<file path="src/rtl/display_sequencer.sv">
// Four-digit seven-segment display sequencer: loads up to four segment codes,
// rotates them on demand, and time-multiplexes them onto one digit at a time.
module display_sequencer #(
    parameter logic [7:0] BLANK_CODE = 8'hFF
) (
    input  logic       clk,
    input  logic       rst_n,
    input  logic       load_rotate,
    input  logic       clear,
    input  logic       scan_tick,
    input  logic       step_tick,
    input  logic [7:0] code_in,
    output logic [7:0] pattern,
    output logic [3:0] SSD,
    output logic [1:0] state,
    output logic [2:0] load_position
);

    localparam logic [1:0] ST_EMPTY    = 2'd0;
    localparam logic [1:0] ST_LOADING  = 2'd1;
    localparam logic [1:0] ST_FULL     = 2'd2;
    localparam logic [1:0] ST_ROTATING = 2'd3;

    // All command inputs are single-cycle pulses sampled on the rising edge;
    // there is no back-pressure, so every pulse is acted on (or ignored) that cycle.
    logic [7:0] r_slot [4];
    logic [7:0] w_slot_nxt [4];
    logic [1:0] r_state;
    logic [1:0] w_state_nxt;
    logic [2:0] r_load_pos;
    logic [2:0] w_load_pos_nxt;
    logic [1:0] r_scan_idx;
    logic [1:0] w_scan_idx_nxt;
    logic [7:0] r_pattern;
    logic [3:0] r_ssd;

    always_comb begin
        w_state_nxt    = r_state;
        w_load_pos_nxt = r_load_pos;
        for (int i = 0; i < 4; i++) begin
            w_slot_nxt[i] = r_slot[i];
        end

        if (clear) begin
            for (int i = 0; i < 4; i++) begin
                w_slot_nxt[i] = BLANK_CODE;
            end
            w_load_pos_nxt = 3'd0;
            w_state_nxt    = ST_EMPTY;
        end else begin
            case (r_state)
                ST_EMPTY: begin
                    if (load_rotate) begin
                        w_slot_nxt[0]  = code_in;
                        w_load_pos_nxt = 3'd1;
                        w_state_nxt    = ST_LOADING;
                    end
                end
                ST_LOADING: begin
                    if (load_rotate) begin
                        w_slot_nxt[r_load_pos[1:0]] = code_in;
                        w_load_pos_nxt              = r_load_pos + 3'd1;
                        if (r_load_pos == 3'd3) begin
                            w_state_nxt = ST_FULL;
                        end
                    end
                end
                ST_FULL: begin
                    if (load_rotate) begin
                        w_state_nxt = ST_ROTATING;
                    end
                end
                ST_ROTATING: begin
                    // Pause takes precedence over a coincident rotation step.
                    if (load_rotate) begin
                        w_state_nxt = ST_FULL;
                    end else if (step_tick) begin
                        w_slot_nxt[0] = r_slot[1];
                        w_slot_nxt[1] = r_slot[2];
                        w_slot_nxt[2] = r_slot[3];
                        w_slot_nxt[3] = r_slot[0];
                    end
                end
                default: begin
                    w_state_nxt = ST_EMPTY;
                end
            endcase
        end
    end

    assign w_scan_idx_nxt = scan_tick ? (r_scan_idx + 2'd1) : r_scan_idx;

    always_ff @(posedge clk or negedge rst_n) begin
        if (!rst_n) begin
            for (int i = 0; i < 4; i++) begin
                r_slot[i] <= BLANK_CODE;
            end
            r_state    <= ST_EMPTY;
            r_load_pos <= 3'd0;
            r_scan_idx <= 2'd0;
            r_pattern  <= BLANK_CODE;
            r_ssd      <= 4'b1110;
        end else begin
            for (int i = 0; i < 4; i++) begin
                r_slot[i] <= w_slot_nxt[i];
            end
            r_state    <= w_state_nxt;
            r_load_pos <= w_load_pos_nxt;
            r_scan_idx <= w_scan_idx_nxt;
            // Drive registers sample current index/slots, giving one cycle of latency.
            r_pattern  <= r_slot[r_scan_idx];
            r_ssd      <= ~(4'b0001 << r_scan_idx);
        end
    end

    assign pattern       = r_pattern;
    assign SSD           = r_ssd;
    assign state         = r_state;
    assign load_position = r_load_pos;

endmodule

</file>
<file path="config.mk">
export PLATFORM = sky130hd
export DESIGN_NAME = display_sequencer
export DESIGN_NICKNAME = d
export VERILOG_FILES = /design/src/rtl/display_sequencer.sv
export SDC_FILE = /design/constraint.sdc
export NUM_CORES = 1
export LEC_CHECK = 0
export CORE_MARGIN = 8
export CORE_UTILIZATION = 50
export DETAILED_ROUTE_END_ITERATION = 10
export GPL_ROUTABILITY_DRIVEN = 0
export PLACE_DENSITY = 0.75
export SYNTH_ARGS = -nofsm -noshare
export SYNTH_HDL_FRONTEND = slang
export SYNTH_SLANG_ARGS = --single-unit
</file>
<file path="constraint.sdc">
create_clock -name clk -period 1.6 [get_ports clk]
set_input_delay 0.32 -clock clk [delete_from_list [all_inputs] [get_ports clk]]
set_output_delay 0.32 -clock clk [all_outputs]
set_load 0.005 [all_outputs]
</file>
### Word-level counts from Yosys, hierarchy flattened

Cells that the tools add are included.

| cells by class | value |
|---|---|
| add/subtract/negate cells | 2 |
| order comparisons | 3 |
| equal/unequal tests | 11 |
| shift operators | 1 |
| mux-type cells | 24 |
| bitwise logic cells | 3 |
| reduce and logical (&&, ||, !) cells | 9 |

Operators by type and width:

| operator | count |
|---|---|
| two-way mux 32 bit | 4 |
| one-hot mux 24 bit (2 select lines) | 1 |
| bitwise mux 32 bit | 1 |
| two-way mux 8 bit | 4 |
| one-hot mux 8 bit (3 select lines) | 1 |
| inequality test 3 bit (second input constant) | 7 |
| binary-select mux 8 bit (select 2 bit) | 1 |
| demux 8 bit (select 2 bit) | 1 |
| two-way mux 2 bit | 6 |
| AND reduction 5 bit | 2 |
| two-way mux 3 bit | 3 |
| one-hot mux 2 bit (4 select lines) | 1 |
| greater-or-equal comparator 3 bit (second input constant) | 2 |
| inverter 2 -> 3 bit | 2 |
| one-hot mux 3 bit (2 select lines) | 1 |
| nonzero test 3 bit | 2 |
| == test 2 bit (second input constant) | 2 |
| inverter 4 bit | 1 |
| AND reduction 4 bit | 1 |
| nonzero test 4 bit | 1 |
| left shift 1 x 2 -> 4 bit (first input constant) | 1 |
| adder 3 x 1 -> 3 bit (second input constant) | 1 |
| == test 3 x 2 -> 1 bit (second input constant) | 1 |
| < comparator 3 x 1 -> 1 bit (second input constant) | 1 |
| 5 further kinds | 5 |

| word-level totals | value |
|---|---|
| bits in registers | 51 |
| bits of input ports | 14 |
| output and inout port bits | 17 |
| logic and storage cells | 62 |

### Logic depth before layout (Yosys ltp)

| depth | value |
|---|---|
| word-level depth | 9 |
| gate-level depth with buffers | 7 |
| gate-level depth less buffers | 6 |

### Worst setup path after synthesis

No wires, ideal clock.

| path | value |
|---|---|
| path type | register to register |
| from | reg r_load_pos[0] (netlist: load_position[0]) |
| to | reg r_slot[14] (netlist bit) |
| library setup time | 0.082 ns |
| arrival time | 1.632 ns |
| data required time | 1.518 ns |
| setup slack | -0.114 ns |
| cell stages (with the launch flop) | 8 |
| path buffers | 2 |
| clock period less this slack | 1.714 ns |
| cells stage by stage | dfrtp_1 > inv_1 > ha_1 > buf_1 > a31oi_2 > buf_6 > a21oi_2 > a211o_1 |

| between the ends | value |
|---|---|
| cells in the longest elaborated chain, start to end | 9 |
| elaborated cells between the ends (all ways) | 10 |
| classes of those cells | 2 x order compare; 6 x mux; 1 x bitwise; 1 x reduce/logical |

RTL lines:

| item | line | RTL |
|---|---|---|
| from (decl) | 30 | `logic [2:0] r_load_pos;` |
| from (signal assigned) | 108 | `r_load_pos <= w_load_pos_nxt;` |
| inverter 2 -> 3 bit (implied by the code) (*) | 61 | `w_slot_nxt[r_load_pos[1:0]] = code_in;` |
| greater-or-equal comparator 3 bit (implied by the code) / < comparator 3 x 1 -> 1 bit (equally long branches) | 61 |  |
| logical AND 1 bit (implied by the code) | 61 |  |
| two-way mux 8 bit (implied by the code) | 61 |  |
| demux 8 bit (select 2 bit) (*) | 61 |  |
| bitwise mux 32 bit (*) | 61 |  |
| two-way mux 32 bit (*) | 60 | `if (load_rotate) begin` |
| one-hot mux 24 bit (2 select lines) (*) | 51 | `case (r_state)` |
| two-way mux 32 bit (*) | 44 | `if (clear) begin` |
| to (signal, indexed assignment) | 105 | `r_slot[i] <= w_slot_nxt[i];` |
| to (decl) | 26 | `logic [7:0] r_slot [4];` |

Every way passes the cells marked *; elsewhere a longest branch is shown, timed or not. The select of a mux whose other input is x is not followed.
A chain may end at the register's enable or synchronous reset.

### Worst setup path after layout

| path | value |
|---|---|
| from | reg r_state[1] (netlist: state[1]) |
| to | reg r_slot[22] (netlist bit) |

| between the ends | value |
|---|---|
| cells in the longest elaborated chain, start to end | 3 |
| elaborated cells between the ends (all ways) | 9 |
| classes of those cells | 5 x eq/ne; 2 x mux; 2 x reduce/logical |

RTL lines:

| item | line | RTL |
|---|---|---|
| from (decl) | 28 | `logic [1:0] r_state;` |
| from (signal assigned) | 107 | `r_state <= w_state_nxt;` |
| == test 2 bit / == test 2 x 1 -> 1 bit (equally long branches) | 51 |  |
| inequality test 3 bit (no source line) (tied with other cells) | - |  |
| AND reduction 4 bit (no source line) / two-way mux 32 bit (equally long branches) | - |  |

Parallel ways exist; a longest one is shown, timed or not.

==> flow_summary.yaml <==
synthesis:
  yosys.area.top_type_share_pct: 42.1
  yosysSeqAreaShare_pct: 49.6
  synth_nets: 266
  synth_top_area_cell: "dfstp_2"
  ys_ff_latch: 51
  avgSynthCellArea_sq_um: 11.0
  ys_types: 33
  ys_warn_count: 0
  netlist_area_sq_um: 2680
  synth_cells: 243
  synth_area_leaders: "dfstp_2, a211o_1, dfrtp_1, mux4_2, nand3_1"
power:
  power_density_nw_per_um2: 918
  p_seq_share_pct: 50.4
  p_total_mw: 3.24
  p_leak_nw: 1.27
  p_comb_share_pct: 24.5
  p_sw_share_pct: 29.9
  vdd_drop_max_mv: 0.481
  p_int_mw: 2.27
  p_sw_mw: 0.970
  pwr-share-clk_pct: 25.2
final_layout:
  instances_no_fill: 371
  final_util_pct: 68.7
  multi_input_area_sq_um: 1310
  drive_gt1_share_pct: 40.2
  most-common-layout-cells: "dfstp_2, nand2_1, buf_4"
  antennaDiodeCount: 0
  final_cell_area_sq_um: 3530
  seq_area_sq_um: 1330
  nets: 323
  fillers: 381
  syn_to_final_growth_pct: 31.6
  final_common_cell: "dfstp_2"
timing:
  tightestPinTransition_ns: 0.486
  grt_setup_unrepaired: "true"
  final_hold_viol_count: 0
  period_share_pct: 103
  period_minus_slack_ns: 1.65
  hold-worst-slack_ns: 0.499
  finalWorstSetupSlack_ns: -0.0460
  setup_violations: 7
  clock_skew_ns: 0.0147
  max-slew-margin-rel_pct: 67.6
  final.setup.tns_ns: -0.116
  fmax_mhz: 608
  maxSlewViolCount: 0
clock_network:
  cts_root_buf: "clkbuf_8"
  cts.path.max_buffers: 2
  clk_pin_slew_ns: 0.10
  cts_sinks: 51
  ctsHtreeMaxLevel: 2
  cts_buffers: 5
  cts_tree: "built"
  clock_latency_ns: 0.32
critical_path:
  critical_path_class: "register to register"
  reg2reg_depth: 7
  critPathLaunch: "state[1]$_DFFE_PN0P_"
  path_cells: "buf_4 > nor2b_1 > buf_4 > a31oi_4 > buf_6 > buf_4 > a211o_1"
  start_kind: "register"
  crit_fanout: 5
  cpPeakStageDelay_ns: 0.40
  ff2ff_setup_slack_ns: -0.05
  cp_common_cell: "buf_4"
  endpoint_kind: "register"
  r2r_start: "state[1]$_DFFE_PN0P_"
  crit_arrival_ns: 1.89
  crit_path_top_delay_cell: "dfrtp_1"
  crit_required_ns: 1.84
  r2r-end: "r_slot[22]$_DFFE_PN1P_"
floorplan:
  initial_core_util_pct: 52.2
  core_area_sq_um: 5140
  die_w_microns: 89.3
  die-area_sq_um: 7970
  die_y_microns: 89.3
  ios: 31
  std_cell_rows: 26
placement:
  pre_cts_ws_ns: -0.330
  numPortBuffers: 30
  dp.cells: 351
  hpwl_microns: 4270
  place_area_sq_um: 3220
global_route:
  antenna_found_initial: 0
  grt_pass1_vias: 2199
  grt_overflow: 0
  grtUsageTotal_pct: 17.4
  grt_first_pass_wirelength_microns: 10600
  grt_max_degree: 52
route:
  ant_nets: 0
  wirelength_microns: 6670
  avgRoutedWirePerCell_microns: 18.0
  drc: 0
  drtIter0Drc: 190
  vias: 2207
  vias_per_cell: 5.95
  firstDrtPassIters: 5
outcome:
  status: "finished, violations left"
  violations: "setup timing"
hold_path:
  min_path_type: "register to register"
  min_to: "r_slot[31]$_DFFE_PN1P_"
  hp-start: "r_slot[31]$_DFFE_PN1P_"
  holdPathStages: 1
job:
  drv_cap: 0
## worst max path at each step
| stage | end | slack [ns] |
|---|---|---|
| final | r_slot[22]$_DFFE_PN1P_ | -0.05 |
| after global routing | r_slot[22]$_DFFE_PN1P_ | -0.08 |
| after CTS | r_slot[28]$_DFFE_PN1P_ | -0.01 |
| after detailed placement | r_slot[22]$_DFFE_PN1P_ | -0.33 |
| after global placement | r_slot[5]$_DFFE_PN1P_ | -0.29 |
| after floorplan | r_slot[14]$_DFFE_PN1P_ | 0.006 |
## sequential cells by signal (all words and copies together) (netlist names)
name           flops
pattern            8
r_scan_idx         2
r_slot            32
load_position      3
SSD                4
state              2
## power groups by stage
stage | Sequential [mW] | Combinational, mW | Clock, mW
5_1_grt | 1.66 | 0.886 | 0.890
6_report | 1.63 | 0.793 | 0.817
4_1_cts | 1.64 | 0.777 | 0.832
3_3_place_gp | 1.65 | 0.799 | 0
3_5_place_dp | 1.66 | 0.815 | 0
2_1_floorplan | 1.63 | 0.415 | 0
## area by class of cell
| class | instances | area share (%) |
|---|---|---|
| Clock inverter | 3 | 0.815 |
| Sequential cell | 51 | 37.7 |
| Inverter | 10 | 1.06 |
| Timing Repair Buffer | 70 | 19.0 |
| Clock buffer | 5 | 1.95 |
| Tap cell | 70 | 2.48 |
| Multi-Input combinational cell | 162 | 37.0 |
## metal layers
metal	vias up	track usage, %	part of all wire, %
met3	13	3.86	6.6
met2	98	28.6	49
met4	0	6.95	2.2
li1	1014	-	-
met1	1082	21.6	42
met5	-	0	0
## logic make-up after synthesis
group	synth area share, %
AO/OA/AOI/OAI	22.1
multiplexers	6.71
flip-flops	49.6
buffers and inverters	5.87
XOR/XNOR	0.326
adder cells (fa/ha/maj)	4.20
AND/OR/NAND/NOR	11.3
## cells in the mapped netlist, drive strengths merged
cell type   n
a211o      24
a21oi      27
a221oi      8
a31oi       4
and2        1
and4b       1
buf        16
clkbuf      5
dfrtp       8
dfstp      43
ha          9
inv        10
mux4        8
nand2      29
nand3      26
nand3b      1
nor2        4
nor2b       1
nor3        1
o211ai      1
o21ai       5
o22ai       1
o2bb2ai     8
or2b        1
xor2        1
## critical path, delay by kind of cell, from the launching register on
family,cells,cell delay [ns]
compound gates,2,0.41
flops,1,0.40
buf+inv,4,0.62
simple gates,1,0.14
## repair_timing
| item | in CTS | in global routing |
|---|---|---|
| setup buffers | 6 | 4 |
| endpoints found under the hold margin | 8 | 0 |
| gates cloned | 0 | 2 |
| pin swaps | 1 | 4 |
| endpoints found under the setup margin | 23 | 32 |
| hold buffers | 1 | 0 |
| resized for setup | 22 | 25 |
Power figures use the tool's default switching activity.
